$ cat config.mk
export PLATFORM = sky130hd
export DESIGN_NAME = hazard_ctrl
export DESIGN_NICKNAME = d
export VERILOG_FILES = /design/src/rtl/hazard_ctrl.sv
export SDC_FILE = /design/constraint.sdc
export NUM_CORES = 1
export LEC_CHECK = 0
export BUFFER_PORTS_ARGS = -buffer_cell sky130_fd_sc_hd__buf_2
export CAP_MARGIN = 20
export CORE_UTILIZATION = 55
export DETAILED_ROUTE_END_ITERATION = 8
export PLACE_DENSITY = 0.91
export SLEW_MARGIN = 10
export SYNTH_ARGS = -nofsm -noshare
export SYNTH_HDL_FRONTEND = slang
export SYNTH_SLANG_ARGS = --single-unit
$ cat constraint.sdc
create_clock -name clk -period 7.5 [get_ports clk]
set_clock_uncertainty 0.15 [all_clocks]
set_input_delay 0.375 -clock clk [delete_from_list [all_inputs] [get_ports clk]]
set_output_delay 0.375 -clock clk [all_outputs]
set_load 0.005 [all_outputs]
$ cat src/rtl/hazard_ctrl.sv
`default_nettype none
// ============================================================================
//  Module      : hazard_ctrl
//  Description : Pipeline hazard controller for the 5-stage RV core. Drives
//                every stall/flush enable of the IF/ID, ID/EX, EX/MEM and
//                MEM/WB pipeline registers. It covers the hazards that
//                forwarding cannot hide: load-use, a taken branch or jump
//                resolved in EX, and data-memory wait. It also sequences the
//                multi-cycle mul/div unit that sits in EX.
//  Ports       : clk, rst_n           clock, synchronous active-low reset
//                rs1_D/rs2_D/use_*_D  source operands of the ID instruction
//                rd_E/mem_read_E      destination of the EX instruction, load flag
//                branch_taken_E       PC redirect resolved in EX
//                md_op_E              EX instruction is a mul/div
//                dmem_req_M/ready_M   data-memory handshake of MEM
//                stall_F/D/E/M        hold PC / IF_ID / ID_EX / EX_MEM
//                flush_D/E/M/W        bubble into IF_ID / ID_EX / EX_MEM / MEM_WB
//                md_start/md_done     mul/div start pulse, result valid
//                timeout_err          sticky dmem-wait timeout flag
//                stall_cnt            saturating count of stall_F cycles
//  Revision    : 1.0  initial release
// ============================================================================
module hazard_ctrl #(
    parameter int MD_LATENCY    = 4,
    parameter int MWAIT_TIMEOUT = 255,
    parameter int CNT_W         = 32
) (
    input  logic             clk,
    input  logic             rst_n,
    input  logic [4:0]       rs1_D,
    input  logic [4:0]       rs2_D,
    input  logic             use_rs1_D,
    input  logic             use_rs2_D,
    input  logic [4:0]       rd_E,
    input  logic             mem_read_E,
    input  logic             branch_taken_E,
    input  logic             md_op_E,
    input  logic             dmem_req_M,
    input  logic             dmem_ready_M,
    output logic             stall_F,
    output logic             stall_D,
    output logic             stall_E,
    output logic             stall_M,
    output logic             flush_D,
    output logic             flush_E,
    output logic             flush_M,
    output logic             flush_W,
    output logic             md_start,
    output logic             md_done,
    output logic             timeout_err,
    output logic [CNT_W-1:0] stall_cnt
);

    // The md counter only ever holds MD_LATENCY-1 down to 0.
    localparam int c_MD_W   = (MD_LATENCY > 2) ? $clog2(MD_LATENCY) : 1;
    // The wait counter saturates at the timeout value, so it never needs more.
    localparam int c_WAIT_W = (MWAIT_TIMEOUT > 1) ? $clog2(MWAIT_TIMEOUT + 1) : 1;

    localparam logic [c_MD_W-1:0]   c_MD_INIT  = c_MD_W'(MD_LATENCY - 1);
    localparam logic [c_WAIT_W-1:0] c_WAIT_MAX = c_WAIT_W'(MWAIT_TIMEOUT);
    localparam logic [c_WAIT_W-1:0] c_WAIT_ONE = c_WAIT_W'(1);

    typedef enum logic [1:0] {
        ST_RUN    = 2'd0,
        ST_MWAIT  = 2'd1,
        ST_MDBUSY = 2'd2
    } state_t;

    state_t              r_state;
    state_t              w_stateNext;
    logic [c_MD_W-1:0]   r_mdCnt;
    logic [c_MD_W-1:0]   w_mdCntNext;
    logic [c_WAIT_W-1:0] r_waitCnt;
    logic [c_WAIT_W-1:0] w_waitCntNext;
    logic                r_timeoutErr;
    logic                w_timeoutErrNext;
    logic [CNT_W-1:0]    r_stallCnt;

    logic w_memWait;
    logic w_loadUse;

    assign w_memWait = dmem_req_M & ~dmem_ready_M;
    assign w_loadUse = mem_read_E & (rd_E != 5'd0) &
                       ((use_rs1_D & (rs1_D == rd_E)) | (use_rs2_D & (rs2_D == rd_E)));

    // ------------------------------------------------------------------------
    // Next-state and output decode
    // ------------------------------------------------------------------------
    always_comb begin
        stall_F          = 1'b0;
        stall_D          = 1'b0;
        stall_E          = 1'b0;
        stall_M          = 1'b0;
        flush_D          = 1'b0;
        flush_E          = 1'b0;
        flush_M          = 1'b0;
        flush_W          = 1'b0;
        md_start         = 1'b0;
        md_done          = 1'b0;
        w_stateNext      = r_state;
        w_mdCntNext      = r_mdCnt;
        w_waitCntNext    = r_waitCnt;
        w_timeoutErrNext = r_timeoutErr;

        if (!rst_n) begin
            // Bubbles everywhere while held in reset; registers clear at the edge.
            flush_D = 1'b1;
            flush_E = 1'b1;
            flush_M = 1'b1;
            flush_W = 1'b1;
        end else begin
            unique case (r_state)
                ST_RUN, ST_MWAIT: begin
                    // RUN and a released MWAIT share the same priority chain,
                    // so a branch held in EX during a freeze acts on release.
                    if (w_memWait) begin
                        // Freeze the front of the pipe; bubble WB so the
                        // instruction leaving MEM is not written back twice.
                        stall_F     = 1'b1;
                        stall_D     = 1'b1;
                        stall_E     = 1'b1;
                        stall_M     = 1'b1;
                        flush_W     = 1'b1;
                        w_stateNext = ST_MWAIT;
                        if (r_state == ST_RUN) begin
                            w_waitCntNext = c_WAIT_ONE;
                        end else if (r_waitCnt != c_WAIT_MAX) begin
                            w_waitCntNext = r_waitCnt + c_WAIT_ONE;
                        end
                        if (w_waitCntNext >= c_WAIT_MAX) begin
                            w_timeoutErrNext = 1'b1;
                        end
                    end else begin
                        w_waitCntNext = '0;
                        w_stateNext   = ST_RUN;
                        if (md_op_E) begin
                            md_start    = 1'b1;
                            stall_F     = 1'b1;
                            stall_D     = 1'b1;
                            stall_E     = 1'b1;
                            flush_M     = 1'b1;
                            w_stateNext = ST_MDBUSY;
                            w_mdCntNext = c_MD_INIT;
                        end else if (branch_taken_E) begin
                            // The ID instruction is squashed, so a load-use
                            // hit against it is irrelevant.
                            flush_D = 1'b1;
                            flush_E = 1'b1;
                        end else if (w_loadUse) begin
                            stall_F = 1'b1;
                            stall_D = 1'b1;
                            flush_E = 1'b1;
                        end
                    end
                end

                ST_MDBUSY: begin
                    // MEM only holds bubbles here, so mem_wait cannot arise.
                    if (r_mdCnt != '0) begin
                        stall_F     = 1'b1;
                        stall_D     = 1'b1;
                        stall_E     = 1'b1;
                        flush_M     = 1'b1;
                        w_mdCntNext = r_mdCnt - c_MD_W'(1);
                    end else begin
                        md_done     = 1'b1;
                        w_stateNext = ST_RUN;
                    end
                end

                default: begin
                    w_stateNext = ST_RUN;
                end
            endcase
        end
    end

    // ------------------------------------------------------------------------
    // State and counters
    // ------------------------------------------------------------------------
    always_ff @(posedge clk) begin
        if (!rst_n) begin
            r_state      <= ST_RUN;
            r_mdCnt      <= '0;
            r_waitCnt    <= '0;
            r_timeoutErr <= 1'b0;
        end else begin
            r_state      <= w_stateNext;
            r_mdCnt      <= w_mdCntNext;
            r_waitCnt    <= w_waitCntNext;
            r_timeoutErr <= w_timeoutErrNext;
        end
    end

    always_ff @(posedge clk) begin
        if (!rst_n) begin
            r_stallCnt <= '0;
        end else if (stall_F && (r_stallCnt != {CNT_W{1'b1}})) begin
            r_stallCnt <= r_stallCnt + CNT_W'(1);
        end
    end

    assign timeout_err = r_timeoutErr;
    assign stall_cnt   = r_stallCnt;

endmodule
`default_nettype wire

==> results by group <==
Setup path
  • Reg2reg end: stall_cnt[30]$_SDFFE_PN0P_
  • Worst Setup Path Type: register to register
  • R2R Path Start: r_mdCnt[0]$_SDFFE_PN0P_
  • Critical path arrival: 2.84 ns
  • Critical Path Fanout Max: 9
  • Worst-path cell chain: inv_1 -> ha_1 -> o21ai_0 -> o311ai_1 -> o221ai_1 -> or4b_1 -> or4_1 -> nand2_1
  • Reg2reg path depth: 8
  • Slowest-stage cell, CP: or4b_1
  • Worst Setup End Kind: register
  • Startpoint types: register
  • Worst Path Required: 7.60 ns
  • R2r setup slk: 4.76 ns
  • CP max stage delay: 0.64 ns

Clocking
  • Setup repair bufs after CTS: 0
  • Clock buffer depth: 2
  • Post-CTS Resized: 0
  • CTS tree: done
  • # hold bufs at CTS: 0
  • Clock transition at path regs: 0.08 ns
  • CTS root buf: clkbuf_8
  • Worst-skew pair later-pin latency: 0.30 ns
  • Sink Count: 45
  • Total CTS buffers: 5
  • CTS H-tree depth: 2

Floorplan
  • Die ar.: 0.00492 sq mm
  • Starting density of the core: 57.8%
  • Die height: 70.1 um
  • FP Rows: 24
  • Core ar.: 0.00441 sq mm
  • Top Ports: 67
  • Die W: 70.1 um

Global routing
  • Vias in the first global route: 2,237
  • Largest net degree at the start of global routing: 34
  • Initial antenna violation count: 0
  • GRT Util Overall: 24.6%
  • Gr ovfl total: 0
  • First-pass GRT wire length: 9900 um

Layout
  • Diode count: 0
  • Share of layout cells above drive strength 1: 20.6%
  • Net count, final: 410
  • Fin util: 67.0%
  • Fillers: 375
  • Area growth, synth to finish: 15.8%

Logic synthesis
  • Mapped Avg Cell Area: 7.83 sq um
  • Mapped cell area: 0.00255 sq mm
  • EDFF count, synth: 0
  • FFs w/ async S/R, synth: 0%
  • Primary FF master, synth: dfxtp_1
  • Synthesized Nets: 353
  • Yosys cell types: 52
  • Syn Inst Count: 326
  • Yosys warns: 0
  • Synth Register Bits: 45
  • Sequential fraction of the synthesis area: 35.3%

STA
  • Final hold viol count: 0
  • Worst-Margin Slew: 0.828 ns
  • Fin crit share: 36.5%
  • Relative slew slack: 44.7%
  • Setup_tns: 0 ns
  • Slew Limit Fails: 0
  • Max Fclk: 0.365 GHz
  • Min Hold Slack: 0.307 ns
  • RSZ-0062 raised after global routing: false
  • Final setup violation count: 0
  • Final min period: 2.74 ns

Detailed routing
  • WL/cell: 13.9 um
  • DRT antenna net count: 0
  • Post-route DRC: 0
  • Final wirelength: 6050 um
  • Drt pass-1 iters: 4
  • Via density: 5.99
  • Initial drt markers: 176
  • Vias: 2,611

Pwr
  • Power Total: 0.000437 W
  • Leakage Power: 1.16 nW
  • Power Density: 148 mW/mm^2
  • Maximum VDD drop: 0.0000770 V

Placement
  • Hpwl dp: 4480 um
  • Port bufs: 66
  • Final GP Congestion: 0.929

Hold path
  • Hold path start: r_mdCnt[1]$_SDFFE_PN0P_
  • Hold endpoint: r_mdCnt[1]$_SDFFE_PN0P_
  • Hold depth: 2
  • Tightest Hold Check Type: register to register

Run status
  • Status: finished clean

Job
  • Max Cap Violations: 0
[metal layers]
metal  wire, um  up-vias  global-route usage, %  part of all wire, %
met4         58        0                   8.00                 0.96
met2       2730      107                   40.1                   45
met3        503        7                   5.92                  8.3
met5          0        -                      0                    0
met1       2750     1192                   32.1                   45
li1           -     1305                      -                    -
[cells in the mapped netlist, types with 4 or more instances]
| master | number | area share [%] |
|---|---|---|
| o31ai_1 | 5 | 1.5 |
| or3_1 | 13 | 3.2 |
| nor3_1 | 6 | 1.2 |
| dfxtp_1 | 45 | 35 |
| nand4_1 | 18 | 4.4 |
| nor2_1 | 23 | 3.4 |
| o21ai_0 | 23 | 4.5 |
| o211ai_1 | 4 | 1.2 |
| inv_1 | 8 | 1.2 |
| xnor2_1 | 14 | 4.8 |
| nand2b_1 | 7 | 1.7 |
| mux2i_1 | 7 | 2.7 |
| nand3_1 | 17 | 3.3 |
| clkbuf_1 | 13 | 1.9 |
| a21oi_1 | 25 | 4.9 |
| nand2_1 | 42 | 6.2 |
| and3_1 | 5 | 1.2 |
[how the worst max path moves through the flow]
| stage | from | to | slack, ns | depth (start not counted) |
|---|---|---|---|---|
| 2_1_floorplan | stall_cnt[0]$_SDFFE_PN0P_ | stall_cnt[30]$_SDFFE_PN0P_ | 5.01 | 8 |
| 3_3_place_gp | rd_E[1] | stall_cnt[30]$_SDFFE_PN0P_ | 4.80 | 7 |
| 3_5_place_dp | rd_E[3] | stall_cnt[30]$_SDFFE_PN0P_ | 4.69 | 7 |
| 4_1_cts | r_mdCnt[0]$_SDFFE_PN0P_ | stall_cnt[30]$_SDFFE_PN0P_ | 4.77 | 8 |
| 5_1_grt | r_mdCnt[0]$_SDFFE_PN0P_ | stall_cnt[30]$_SDFFE_PN0P_ | 4.57 | 8 |
| 6_report | r_mdCnt[0]$_SDFFE_PN0P_ | stall_cnt[30]$_SDFFE_PN0P_ | 4.76 | 8 |
[power breakdown]
group	internal, W	switching [W]
Combinational	0.0000199	0.0000276
Sequential	0.000241	0.00000405
Clock	0.0000646	0.0000798
Total	0.000326	0.000111
[cell type report]
type,instances,area (sq um),area share [%]
tap,52,65.1,2.20
clock buffer,6,72.6,2.46
timing repair buffer,66,330,11.2
clock inverter,2,10.0,0.339
sequential,45,901,30.5
inverter,8,30.0,1.02
multi-input combinational,257,1550,52.3
[worst max-delay path: cells and delay by family (launching register included)]
family / cells / cell delay [ns]
AND/OR/NAND/NOR: 3 / 1.22
AO/OA/AOI/OAI: 3 / 0.71
flip-flops: 1 / 0.34
adder cells (fa/ha/maj): 1 / 0.22
buffers and inverters: 1 / 0.06
[per-stage QoR]
| step | area, sq um | worst slack [ns] | std cells |
|---|---|---|---|
| floorplan | 2550 | 5.01 | 326 |
| global placement | 2870 | 4.80 | 428 |
| detailed placement | 2870 | 4.69 | 428 |
| CTS | 2960 | 4.77 | 436 |
| global route | 2960 | 4.57 | 436 |
| finish | 2960 | 4.76 | 436 |
[cell families (layout without fill, tap and decap cells)]
kind of cell               Yosys count  after routing  share of synthesized area (%)
muxes                                7              7                           2.75
xor gates and xnor gates            16             16                           5.49
DFF                                 45             45                           35.3
and+or+nand+nor                    153            153                           32.2
buffers and inverters               24             82                           4.12
AOI/OAI and AO/OA                   78             78                           18.7
adders and majority gates            3              3                           1.47
[cell usage in the layout (no fill, tap or decap), drive strengths merged, types with 2 or more instances in the layout]
cell | netlist | layout
buf | 2 | 66
a32o | 3 | 3
nor2 | 23 | 23
and4 | 3 | 3
nand2b | 7 | 7
xnor2 | 14 | 14
o211ai | 4 | 4
or4 | 3 | 3
o31ai | 5 | 5
xor2 | 2 | 2
and3 | 6 | 6
a31oi | 2 | 2
nand2 | 43 | 43
clkbuf | 14 | 6
nand4 | 19 | 19
or3 | 13 | 13
mux2i | 7 | 7
o311ai | 2 | 2
inv | 8 | 8
and2 | 3 | 3
dfxtp | 45 | 45
a21oi | 25 | 25
a21o | 2 | 2
nor2b | 3 | 3
a211oi | 2 | 2
nor4 | 4 | 4
clkinv | 0 | 2
ha | 3 | 3
nor3 | 6 | 6
o21ai | 24 | 24
nand3 | 17 | 17
[flip-flops by register name (all words and copies together) (netlist names)]
register / cells
r_mdCnt: 2
stall_cnt: 32
r_state: 2
timeout_err: 1
r_waitCnt: 8
Note: power is estimated with default switching activity, not from simulation.
